--- src/rtl/game_sequencer.sv ---
// Obstacle-dodging game controller: game FSM, obstacle-advance timer, hero lane,
// LFSR obstacle spawner, collision and win/lose detection.
//
// state   | meaning
// IDLE    | board cleared, waiting for start (key 5)
// PLAY    | timer running, obstacles scroll, hero moves
// WIN     | SCORE_WIN obstacles passed, displays frozen
// LOSE    | obstacle hit the hero, displays frozen
// PAUSE   | timer and hero frozen until key 10
module game_sequencer #(
  parameter int TICK_DIV  = 6_750_000,
  parameter int SCORE_WIN = 20
) (
  input  logic        clk,
  input  logic        rst_n,
  input  logic [4:0]  key,
  input  logic        keypad_pressed,
  output logic [2:0]  presente,
  output logic [1:0]  W_or_L,
  output logic [6:0]  heroe,
  output logic [20:0] display_obs,
  output logic        clk_obstaculos,
  output logic [7:0]  score
);

  localparam int TW = $clog2(TICK_DIV);
  localparam logic [TW-1:0] TICK_LAST = TW'(TICK_DIV - 1);

  typedef enum logic [2:0] {
    S_IDLE  = 3'd0,
    S_PLAY  = 3'd1,
    S_WIN   = 3'd2,
    S_LOSE  = 3'd3,
    S_PAUSE = 3'd4
  } state_e;

  state_e            state_q, state_d;
  logic [TW-1:0]     tick_q, tick_d;
  logic [1:0]        lane_q, lane_d;
  logic [2:0]        obs_v_q, obs_v_d;
  logic [2:0][1:0]   obs_l_q, obs_l_d;
  logic [7:0]        lfsr_q, lfsr_d;
  logic [7:0]        score_q, score_d;
  logic              strobe_q, strobe_d;

  logic k_start, k_pause, k_up, k_down;
  logic hit, spawn_v, go_idle;

  assign k_start = keypad_pressed && (key == 5'd5);
  assign k_pause = keypad_pressed && (key == 5'd10);
  assign k_up    = keypad_pressed && (key == 5'd2);
  assign k_down  = keypad_pressed && (key == 5'd8);

  assign hit     = (state_q == S_PLAY) && obs_v_q[0] && (obs_l_q[0] == lane_q);
  assign spawn_v = lfsr_q[2] && (lfsr_q[1:0] != 2'd3);

  function automatic logic [6:0] lane_seg(input logic v, input logic [1:0] l);
    logic [6:0] s;
    s = 7'h00;
    if (v) begin
      case (l)
        2'd0:    s = 7'h01;
        2'd2:    s = 7'h08;
        default: s = 7'h40;
      endcase
    end
    return s;
  endfunction

  always_comb begin
    state_d  = state_q;
    tick_d   = tick_q;
    lane_d   = lane_q;
    obs_v_d  = obs_v_q;
    obs_l_d  = obs_l_q;
    lfsr_d   = lfsr_q;
    score_d  = score_q;
    strobe_d = 1'b0;
    go_idle  = 1'b0;

    case (state_q)
      S_IDLE: begin
        if (k_start) begin
          state_d = S_PLAY;
          tick_d  = TICK_LAST;
        end
      end
      S_PLAY: begin
        if (hit) begin
          state_d = S_LOSE;
        end else if (k_start) begin
          go_idle = 1'b1;
        end else if (k_pause) begin
          state_d = S_PAUSE;
        end else begin
          if (k_up && lane_q != 2'd0) begin
            lane_d = lane_q - 2'd1;
          end else if (k_down && lane_q != 2'd2) begin
            lane_d = lane_q + 2'd1;
          end
          // Down-counter reaching zero is the advance instant.
          if (tick_q == '0) begin
            tick_d  = TICK_LAST;
            obs_v_d = {spawn_v, obs_v_q[2:1]};
            obs_l_d = {lfsr_q[1:0], obs_l_q[2], obs_l_q[1]};
            lfsr_d  = {lfsr_q[6:0], lfsr_q[7] ^ lfsr_q[5] ^ lfsr_q[4] ^ lfsr_q[3]};
            if (obs_v_q[0]) begin
              score_d = score_q + 8'd1;
            end
            if (obs_v_q[0] && (score_q + 8'd1 == 8'(SCORE_WIN))) begin
              state_d = S_WIN;
            end else begin
              strobe_d = 1'b1;
            end
          end else begin
            tick_d = tick_q - TW'(1);
          end
        end
      end
      S_PAUSE: begin
        if (k_start) begin
          go_idle = 1'b1;
        end else if (k_pause) begin
          state_d = S_PLAY;
        end
      end
      S_WIN, S_LOSE: begin
        if (k_start) begin
          go_idle = 1'b1;
        end
      end
      default: go_idle = 1'b1;
    endcase

    if (go_idle) begin
      state_d = S_IDLE;
      obs_v_d = '0;
      score_d = '0;
      lane_d  = 2'd1;
    end
  end

  always_ff @(posedge clk or negedge rst_n) begin
    if (!rst_n) begin
      state_q  <= S_IDLE;
      tick_q   <= '0;
      lane_q   <= 2'd1;
      obs_v_q  <= '0;
      obs_l_q  <= '0;
      lfsr_q   <= 8'hA5;
      score_q  <= '0;
      strobe_q <= 1'b0;
    end else begin
      state_q  <= state_d;
      tick_q   <= tick_d;
      lane_q   <= lane_d;
      obs_v_q  <= obs_v_d;
      obs_l_q  <= obs_l_d;
      lfsr_q   <= lfsr_d;
      score_q  <= score_d;
      strobe_q <= strobe_d;
    end
  end

  assign presente       = state_q;
  assign W_or_L         = (state_q == S_WIN)  ? 2'b01 :
                          (state_q == S_LOSE) ? 2'b10 : 2'b00;
  assign heroe          = lane_seg(1'b1, lane_q);
  assign display_obs    = {lane_seg(obs_v_q[2], obs_l_q[2]),
                           lane_seg(obs_v_q[1], obs_l_q[1]),
                           lane_seg(obs_v_q[0], obs_l_q[0])};
  assign clk_obstaculos = strobe_q;
  assign score          = score_q;

endmodule

--- config.mk ---
export PLATFORM = sky130hd
export DESIGN_NAME = game_sequencer
export DESIGN_NICKNAME = d
export VERILOG_FILES = /design/src/rtl/game_sequencer.sv
export SDC_FILE = /design/constraint.sdc
export NUM_CORES = 1
export LEC_CHECK = 0
export ABC_CLOCK_PERIOD_IN_PS = 3200
export CORE_MARGIN = 1
export CORE_UTILIZATION = 48
export CTS_CLUSTER_SIZE = 8
export DETAILED_ROUTE_END_ITERATION = 16
export PLACE_DENSITY_LB_ADDON = 0.12
export SYNTH_ARGS = -nofsm -noshare
export SYNTH_HDL_FRONTEND = slang
export SYNTH_SLANG_ARGS = --single-unit
export TNS_END_PERCENT = 30
--- constraint.sdc ---
create_clock -name clk -period 3.2 [get_ports clk]
set_clock_uncertainty 0.2 [all_clocks]
set_input_delay 0.64 -clock clk [delete_from_list [all_inputs] [get_ports clk]]
set_output_delay 0.64 -clock clk [all_outputs]
set_load 0.02 [all_outputs]
==> results of run 1 <==
==> per-stage QoR <==
stage | hold WS, ps | power, mW
6_report | 243 | 2.06
3_3_place_gp | 264 | 1.69
5_1_grt | 299 | 2.21
4_1_cts | 275 | 2.07
3_5_place_dp | 265 | 1.71
2_1_floorplan | 144 | 1.46
==> cell type report <==
cell class | instances | area, um2 | share of cell area, %
inverter | 12 | 45.0 | 1.24
tap | 77 | 96.3 | 2.66
clock inverter | 1 | 5.00 | 0.138
clock buffer | 7 | 76.3 | 2.10
sequential | 51 | 1280 | 35.4
multi-input combinational | 264 | 1710 | 47.0
timing repair buffer | 45 | 415 | 11.5
==> sequential cells by signal, indices dropped and copies added, names as in the netlist <==
signal	cells
lfsr_q	7
obs_l_q	4
clk_obstaculos	1
score	8
lane_q	2
tick_q	23
obs_v_q	3
presente	3
==> logic make-up (layout without fill, tap and decap cells) <==
family	count (synthesis)	in the layout	share of synthesized area [%]
AND/OR/NAND/NOR	129	129	23.2
multiplexers	15	15	5.13
other	1	16	0.118
flip-flops	51	51	40.4
adder cells (fa/ha/maj)	4	4	1.58
AO/OA/AOI/OAI	90	90	19.3
XOR/XNOR	10	10	2.76
buffers and inverters	45	65	7.57
==> critical path, stage by stage <==
cell and delay (ps):
clkdlybuf4s50_1 530, and4bb_1 320, o211ai_1 230, and4_1 570
nand2_1 270, o22a_1 230
==> path summary, 6_finish.rpt <==
path                                           to  depth (start not counted)
max                        tick_q[18]$_DFFE_PN0P_                          6
min in group clk           tick_q[22]$_DFFE_PN0P_                          1
max reg2reg                obs_l_q[0]$_DFFE_PN0P_                          7
max in group asynchronous  obs_l_q[2]$_DFFE_PN0P_                          2
min reg2reg                tick_q[22]$_DFFE_PN0P_                          1
min                        tick_q[14]$_DFFE_PN0P_                          2
==> report_power, final <==
part	internal, mW	leakage [nW]	switching (mW)
Combinational	0.321	0.821	0.396
Clock	0.154	0.0422	0.206
Sequential	0.781	0.626	0.201
Total	1.26	1.49	0.803
==> layer usage <==
metal,vias up,GRT usage [%],share of wire (%)
met5,-,0,0
li1,1323,-,-
met2,74,32.9,44
met4,0,4.70,0.89
met3,5,3.08,4.8
met1,1302,31.0,50
==> layout by cell type (no fill, tap or decap), types with 3 or more instances in the layout <==
cell / Yosys / routed
clkdlybuf4s50_1: 0 / 32
o21ai_0: 25 / 25
buf_4: 16 / 12
mux2i_1: 5 / 5
dfstp_2: 5 / 5
o41ai_1: 4 / 4
or4_1: 6 / 6
a31oi_1: 6 / 6
nor4_1: 6 / 6
nor3_1: 16 / 16
nor3b_1: 4 / 4
nand2_1: 16 / 16
nor2_1: 24 / 24
a21oi_1: 14 / 14
and2_1: 6 / 6
conb_1: 1 / 16
and3b_1: 3 / 3
nand3b_1: 3 / 3
and4_1: 3 / 3
nand4_1: 6 / 6
nand3_1: 10 / 10
or3_1: 6 / 6
o2111ai_1: 5 / 5
dfrtp_1: 46 / 46
xnor2_1: 8 / 8
o22a_1: 4 / 4
o31ai_1: 3 / 3
and3_1: 5 / 5
mux2_2: 10 / 10
ha_1: 4 / 4
clkbuf_8: 0 / 5
o21a_1: 4 / 4
inv_1: 12 / 12
a22o_1: 5 / 5
nor2b_1: 6 / 6
==> reports/summary.txt, run 1 <==
setup ws final = 392 ps
Async S/R FF share, synth = 100%
htree depth = 2
Max IR drop VDD = 307 uV
CP Class = in2reg
DP Worst Slack = 108 ps
Layout Cells excl Fill = 457
Post-CTS Hold Buffers = 0
fraction of layout cells with a size suffix above 1 = 10.5%
vias = 2704
leakage power = 1.49 nW
total negative setup slack = 0 ps
main area contributors after synthesis = dfrtp_1 (36%), dfstp_2 (4.1%), o21ai_0 (3.9%), buf_4 (3.8%), mux2_2 (3.6%)
die width = 83.3 um
cell count after synthesis = 345
Achievable Freq = 0.356 GHz
setup bufs post-CTS = 0
Post-synth EDFFs = 0
Synth Flop Type = dfrtp_1
post-synthesis sequential area ratio = 40.4%
crit path from = key[3]
# DRC = 0
fillers = 578
Congestion Overflow GR = 0
Synth top cells by count = dfrtp_1 (46), o21ai_0 (25), nor2_1 (24)
placed instance count = 449
vias in the first global route = 2466
# clock sinks = 51
CP Data Required Time = 3190 ps
Die Ht = 83.3 um
Setup crit end kind = flip-flop
Synth Warn # = 0
Slew @ Worst Pin = 641 ps
Final Hold Viols = 0
crit share post-route = 87.7%
post-cts repair resize count = 0
count leader, synth = dfrtp_1
status = completed
worst skew pair latency = 300 ps
Final #Nets = 391
R2R Setup Slk = 480 ps
Layout area overhead = 14.3%
RSZ-0062 raised after global routing = false
CTS tree = yes
row count = 29
antenna violations before repair = 0
clk buf depth = 2
Yosys top cell by area = dfrtp_1
critical path arrival = 2800 ps
Synth Register Bits = 51
Synth Area per Inst = 9.19 um2
Top Ports = 50
final instance area = 3630 um2
IO Port Bufs = 33
MaxCap Viol Count = 0
Die Area = 6940 um2
Slew Viols, Final = 0
largest net degree at the start of global routing = 52
placer congestion estimate = 0.791
overall routing resource usage = 21.1%
Final ANT Viol Nets = 0
final setup vio count = 0
placed inst area = 3540 um2
Yosys top cell area share = 36.3%
CTS Root Cell = clkbuf_8
number of CTS-inserted buffers = 5
DR vias/cell = 5.92
initial drt markers = 146
Core ar. = 6350 um2
global-route wire length before repair = 12.0 mm
Yosys cell types = 63
starting density of the core = 50.0%
largest fanout on the critical path = 17
CTS clk-pin slew, worst paths = 90 ps
PD cells = 568 nW/um2
Critical R2R Launch = tick_q[0]$_DFFE_PN0P_
DR pass1 iterations = 4
wire per inst = 15.0 um
final wirelength = 6.87 mm
Startpoint Class = input port
Final Util = 57.1%
Antenna diodes = 0
hpwl dp = 4.92 mm
Hold Path Class = in2async
fin crit period = 2810 ps
worst relative slew slack = 56.7%
Post-Syn Area = 3170 um2
(Power assumes the default switching activity.)
==> inputs of run 2 (changes only) <==
- ABC_CLOCK_PERIOD_IN_PS: 3200 -> 2400
- clock period: 3.2 -> 2.4 ns (I/O delays scaled with it)
==> reports/summary.txt, run 2 (synthesized netlist as in run 1, its figures left out) <==
final instance area = 4270 um2 (was 3630 um2)
total negative setup slack = -400 ps (was 0 ps)
Top Ports = 50 (unchanged)
Layout area overhead = 34.6% (was 14.3%)
Reg area = 1280 um2 (unchanged)
fin crit period = 2450 ps
Achievable Freq = 0.407 GHz
Congestion Overflow GR = 0 (unchanged)
reg2reg end = tick_q[19]$_DFFE_PN0P_ (was obs_l_q[0]$_DFFE_PN0P_)
combinational power share = 44.6% (was 34.8%)
antenna violations before repair = 0 (unchanged)
die width = 83.3 um (unchanged)
largest fanout on the critical path = 5 (was 17)
CP max stage cell = or4_4 (was and4_1)
final setup vio count = 14 (was 0)
leakage power = 1.84 nW (was 1.49 nW)
worst path bufs/invs = 1 (unchanged)
initial drt markers = 155 (was 146)
fillers = 504 (was 578)
hold depth = 1
Die Area = 6940 um2 (unchanged)
Max stage delay on crit path = 480 ps (was 570 ps)
clk buf depth = 2 (unchanged)
Slew Viols, Final = 0 (unchanged)
CP Data Required Time = 2440 ps (was 3190 ps)
CP top delay family = simple AND/OR/NAND/NOR gates (unchanged)
Final Hold Viols = 0 (unchanged)
area of the multi-input gates = 1860 um2 (was 1710 um2)
Max IR drop VDD = 476 uV (was 307 uV)
worst relative slew slack = 66.2% (was 56.7%)
Slew @ Worst Pin = 503 ps (was 641 ps)
R2R depth = 6 (was 7)
Layout Cells excl Fill = 509 (was 457)
crit share post-route = 102%
CTS tree = yes (unchanged)
placed instance count = 495 (was 449)
final wirelength = 7.76 mm (was 6.87 mm)
DP Worst Slack = -286 ps (was 108 ps)
critical path arrival = 2500 ps (was 2800 ps)
number of CTS-inserted buffers = 5 (unchanged)
violated checks = negative setup slack
# clock sinks = 51 (unchanged)
wire per inst = 15.2 um (was 15.0 um)
Worst Min Path Start = tick_q[13]$_DFFE_PN0P_
worst skew pair latency = 310 ps (was 300 ps)
Clk network pwr share = 17.0% (was 17.5%)
fraction of layout cells with a size suffix above 1 = 27.1% (was 10.5%)
DR pass1 iterations = 4 (unchanged)
DR vias/cell = 5.83 (was 5.92)
status = finished, violations left (was completed)
setup ws final = -54.2 ps (was 392 ps)
CTS clk-pin slew, worst paths = 100 ps (was 90 ps)
Final #Nets = 443 (was 391)
hpwl dp = 5.41 mm (was 4.92 mm)
Final Util = 67.2% (was 57.1%)
row count = 29 (unchanged)
placer congestion estimate = 0.821 (was 0.791)
R2R Setup Slk = -50 ps (was 480 ps)
max reg flops = 23 (unchanged)
vias = 2970 (was 2704)
CTS Root Cell = clkbuf_8 (unchanged)
Hold EP = tick_q[13]$_DFFE_PN0P_
CP Class = reg2reg (was in2reg)
placed inst area = 3930 um2 (was 3540 um2)
WHS = 306 ps (was 243 ps)
PD cells = 763 nW/um2 (was 568 nW/um2)
Setup crit end kind = flip-flop (unchanged)
Hold Path Class = reg2reg (was in2async)
most frequent cells in the layout = buf_4 (54), dfrtp_1 (46), clkdlybuf4s50_1 (30), nor2_1 (22), o21ai_1 (17) (was dfrtp_1 (46), clkdlybuf4s50_1 (32), o21ai_0 (25), nor2_1 (24))
gr busiest metal = met2 (unchanged)
cell count along the critical path = 6 (unchanged)
Core ar. = 6350 um2 (unchanged)
RSZ-0062 raised after global routing = true (was false)
starting density of the core = 50.0% (unchanged)
MaxCap Viol Count = 0 (unchanged)
# DRC = 0 (unchanged)
sequential share of power = 38.5% (was 47.7%)
global-route wire length before repair = 13.2 mm (was 12.0 mm)
cell internal pwr = 2.02 mW (was 1.26 mW)
Final ANT Viol Nets = 0 (unchanged)
PnR Total Power = 3.26 mW (was 2.06 mW)
overall routing resource usage = 23.3% (was 21.1%)
Antenna diodes = 0 (unchanged)
commonest non-fill, non-tap cell in the layout = buf_4 (was dfrtp_1)
Largest Register = tick_q (unchanged)
net switching power = 1.24 mW (was 803 uW)
Critical R2R Launch = tick_q[1]$_DFFE_PN0P_ (was tick_q[0]$_DFFE_PN0P_)
largest net degree at the start of global routing = 52 (unchanged)
grt met3 use = 3.48% (was 3.08%)
Die Ht = 83.3 um (unchanged)
Startpoint Class = flip-flop (was input port)
IO Port Bufs = 33 (unchanged)
met1 Use GR = 32.2% (was 31.0%)
htree depth = 2 (unchanged)
switch share = 38.0% (was 39.0%)
CP Cell Sequence = buf_4, or4_4, or3_4, or2_4, or4_1, a21boi_1 (was clkdlybuf4s50_1, and4bb_1, o211ai_1, and4_1, nand2_1, o22a_1)
GRT met2 Usage = 38.0% (was 32.9%)
vias in the first global route = 2852 (was 2466)
## run 2: cell types whose count changed in the layout (fill, tap and decap cells not counted), moves of 3 or more
cell     before  now
buf_4        12   54
o21ai_0      25    8
o21ai_1       1   17
buf_6         0    5
buf_12        0    3
nor3_1       16   13
or4_1         6    3
or4_4         1    4
## run 2: layout make-up
| cell class | count | share of cell area (%) |
|---|---|---|
| clock buffers | 8 | 2.34 |
| inverters | 12 | 1.06 |
| multi-input cells | 264 | 43.6 |
| flip-flops and latches | 51 | 30.0 |
| well taps | 77 | 2.26 |
| repair buffers | 97 | 20.7 |
## run 2: worst max-delay path by stage
stage,start,end
after floorplan,tick_q[6]$_DFFE_PN0P_,tick_q[19]$_DFFE_PN0P_
after global placement,key[3],tick_q[19]$_DFFE_PN0P_
after detailed placement,key[3],tick_q[19]$_DFFE_PN0P_
after CTS,tick_q[0]$_DFFE_PN0P_,score[7]$_DFFE_PN0P_
after global routing,tick_q[0]$_DFFE_PN0P_,score[0]$_DFFE_PN0P_
final,tick_q[1]$_DFFE_PN0P_,tick_q[19]$_DFFE_PN0P_
## run 2: power by group through the flow
stage               clock, mW  combinational [mW]  sequential (mW)
floorplan                   0               0.678             1.27
global placement            0                1.25             1.24
detailed placement          0                1.27             1.25
CTS                     0.565                1.37             1.24
global route            0.600                1.57             1.28
finish                  0.553                1.45             1.25
## run 2: what timing repair did
action                                  4_1_cts  5_1_grt
endpoints found under the setup margin       40       46
hold buffers                                  1        0
hold endpoints to repair                     46        0
resized for setup                            26       31
cloned                                        1        0
pin swaps                                     7       11
buffers inserted                              4        1
## run 2: routing by layer
layer  up-vias  wire (um)
met2        79       3660
met5         -          0
met3        14        354
met1      1454       3620
li1       1423          -
met4         0        122
==> inputs of run 3 (changes only) <==
- ABC_CLOCK_PERIOD_IN_PS: 2400 -> 2029
- clock period: 2.4 -> 2.03 ns (I/O delays scaled with it)
==> reports/summary.txt, run 3 (synthesized netlist as in run 1, its figures left out) <==
Layout area overhead = 45.0% (was 34.6%)
placer congestion estimate = 0.825 (was 0.821)
CP Cell Sequence = inv_1, ha_1, or4b_4, or3_4, nor2_4, buf_6, buf_4, buf_6, nand4_1, a21oi_2 (was buf_4, or4_4, or3_4, or2_4, or4_1, a21boi_1)
leakage power = 2.14 nW (was 1.84 nW)
Die Area = 6940 um2 (unchanged)
max reg flops = 23 (unchanged)
R2R Setup Slk = -450 ps (was -50 ps)
number of CTS-inserted buffers = 5 (unchanged)
Top Ports = 50 (unchanged)
CTS tree = yes (unchanged)
largest net degree at the start of global routing = 35 (was 52)
htree depth = 2 (unchanged)
final wirelength = 8.07 mm (was 7.76 mm)
CP top delay family = simple AND/OR/NAND/NOR gates (unchanged)
starting density of the core = 50.0% (unchanged)
DP Worst Slack = -633 ps (was -286 ps)
CTS Root Cell = clkbuf_8 (unchanged)
IO Port Bufs = 33 (unchanged)
CTS clk-pin slew, worst paths = 100 ps (about the same)
CP Data Required Time = 2070 ps (was 2440 ps)
critical path arrival = 2530 ps (was 2500 ps)
DR pass1 iterations = 8 (was 4)
row count = 29 (unchanged)
grt met3 use = 3.48% (unchanged)
# clock sinks = 51 (unchanged)
worst skew pair latency = 310 ps (about the same)
MaxCap Viol Count = 0 (unchanged)
DR vias/cell = 5.63 (was 5.83)
Startpoint Class = flip-flop (unchanged)
Antenna diodes = 0 (unchanged)
fin crit period = 2480 ps (was 2450 ps)
Congestion Overflow GR = 0 (unchanged)
wire per inst = 14.7 um (was 15.2 um)
cell count along the critical path = 10 (was 6)
Slew Viols, Final = 0 (unchanged)
violated checks = negative setup slack (unchanged)
RSZ-0062 raised after global routing = true (unchanged)
CP Class = reg2reg (unchanged)
Max IR drop VDD = 669 uV (was 476 uV)
worst relative slew slack = 67.9% (was 66.2%)
fraction of layout cells with a size suffix above 1 = 35.9% (was 27.1%)
Die Ht = 83.3 um (unchanged)
antenna violations before repair = 0 (unchanged)
worst path bufs/invs = 4 (was 1)
met1 Use GR = 33.2% (was 32.2%)
cell mode on critical path = buf_6
most frequent cells in the layout = buf_4 (92), dfrtp_1 (42), nor2_1 (21), dlygate4sd2_1 (17), conb_1 (16) (was buf_4 (54), dfrtp_1 (46), clkdlybuf4s50_1 (30), nor2_1 (22), o21ai_1 (17))
overall routing resource usage = 23.9% (was 23.3%)
vias in the first global route = 2900 (was 2852)
initial drt markers = 181 (was 155)
commonest non-fill, non-tap cell in the layout = buf_4 (unchanged)
clk buf depth = 2 (unchanged)
Final #Nets = 482 (was 443)
Largest Register = tick_q (unchanged)
global-route wire length before repair = 13.5 mm (was 13.2 mm)
hold depth = 2 (was 1)
PD cells = 870 nW/um2 (was 763 nW/um2)
status = finished, violations left (unchanged)
gr busiest metal = met2 (unchanged)
hpwl dp = 5.57 mm (was 5.41 mm)
largest fanout on the critical path = 5 (unchanged)
Final ANT Viol Nets = 0 (unchanged)
Achievable Freq = 0.403 GHz (was 0.407 GHz)
Max stage delay on crit path = 460 ps (was 480 ps)
GRT met2 Usage = 39.0% (was 38.0%)
Slew @ Worst Pin = 470 ps (was 503 ps)
setup ws final = -451 ps (was -54.2 ps)
PnR Total Power = 4.00 mW (was 3.26 mW)
total negative setup slack = -16900 ps (was -400 ps)
CP max stage cell = or4b_4 (was or4_4)
crit share post-route = 122% (was 102%)
R2R depth = 10 (was 6)
final setup vio count = 50 (was 14)
Hold Path Class = reg2reg (unchanged)
Final Hold Viols = 0 (unchanged)
Core ar. = 6350 um2 (unchanged)
Setup crit end kind = flip-flop (unchanged)
vias = 3085 (was 2970)
# DRC = 0 (unchanged)
die width = 83.3 um (unchanged)
run 3: final timing paths:
kind,from,endpoint
max,tick_q[1]$_DFFE_PN0P_,obs_v_q[2]$_DFFE_PN0P_
min,lfsr_q[0]$_DFFE_PN1P_,lfsr_q[0]$_DFFE_PN1P_
max reg2reg,tick_q[1]$_DFFE_PN0P_,obs_v_q[2]$_DFFE_PN0P_
min reg2reg,lfsr_q[0]$_DFFE_PN1P_,lfsr_q[0]$_DFFE_PN1P_
max in group asynchronous,rst_n,lfsr_q[0]$_DFFE_PN1P_
min in group asynchronous,rst_n,score[6]$_DFFE_PN0P_
run 3: final cells by class:
| class | instances | area, um2 |
|---|---|---|
| Multi-Input combinational cell | 264 | 1910 |
| Fill cell | 477 | 1750 |
| Sequential cell | 51 | 1290 |
| Timing Repair Buffer | 136 | 1170 |
| Tap cell | 77 | 96.3 |
| Clock buffer | 7 | 86.3 |
| Inverter | 12 | 45.0 |
| Clock inverter | 1 | 5.00 |
run 3: report_power, final:
| part | switching (mW) | total, mW | internal (mW) | leakage (nW) |
|---|---|---|---|---|
| combinational | 0.979 | 1.99 | 1.01 | 1.48 |
| sequential | 0.169 | 1.40 | 1.23 | 0.620 |
| clock | 0.338 | 0.614 | 0.276 | 0.0482 |
run 3: through the flow:
step	area (um2)	instances	hold WS, ps	utilization, %
global route	4600	548	312	72.5
floorplan	3240	360	-89.6	-
global placement	4160	526	162	65.5
detailed placement	4160	526	168	65.5
CTS	4480	547	310	70.5
finish	4600	548	300	72.5
run 3: repair_timing:
item                                   in CTS  in global routing
gates cloned                                2                  0
pin swaps                                  11                 10
gates resized for setup                    62                 30
setup endpoints to repair                  68                 56
setup buffers                              10                  1
endpoints found under the hold margin      13                  0
hold buffers                                1                  0
run 3: per-layer routing:
layer | up-vias | wire length (um)
met5 | - | 0
met4 | 0 | 127
met3 | 14 | 278
met2 | 77 | 3890
met1 | 1490 | 3770
li1 | 1504 | -
run 3: tightest hold or removal path: cells and delay by family (launching register included):
kind / cells / cell delay [ps]
AOI/OAI and AO/OA: 2 / 120
DFF: 1 / 390
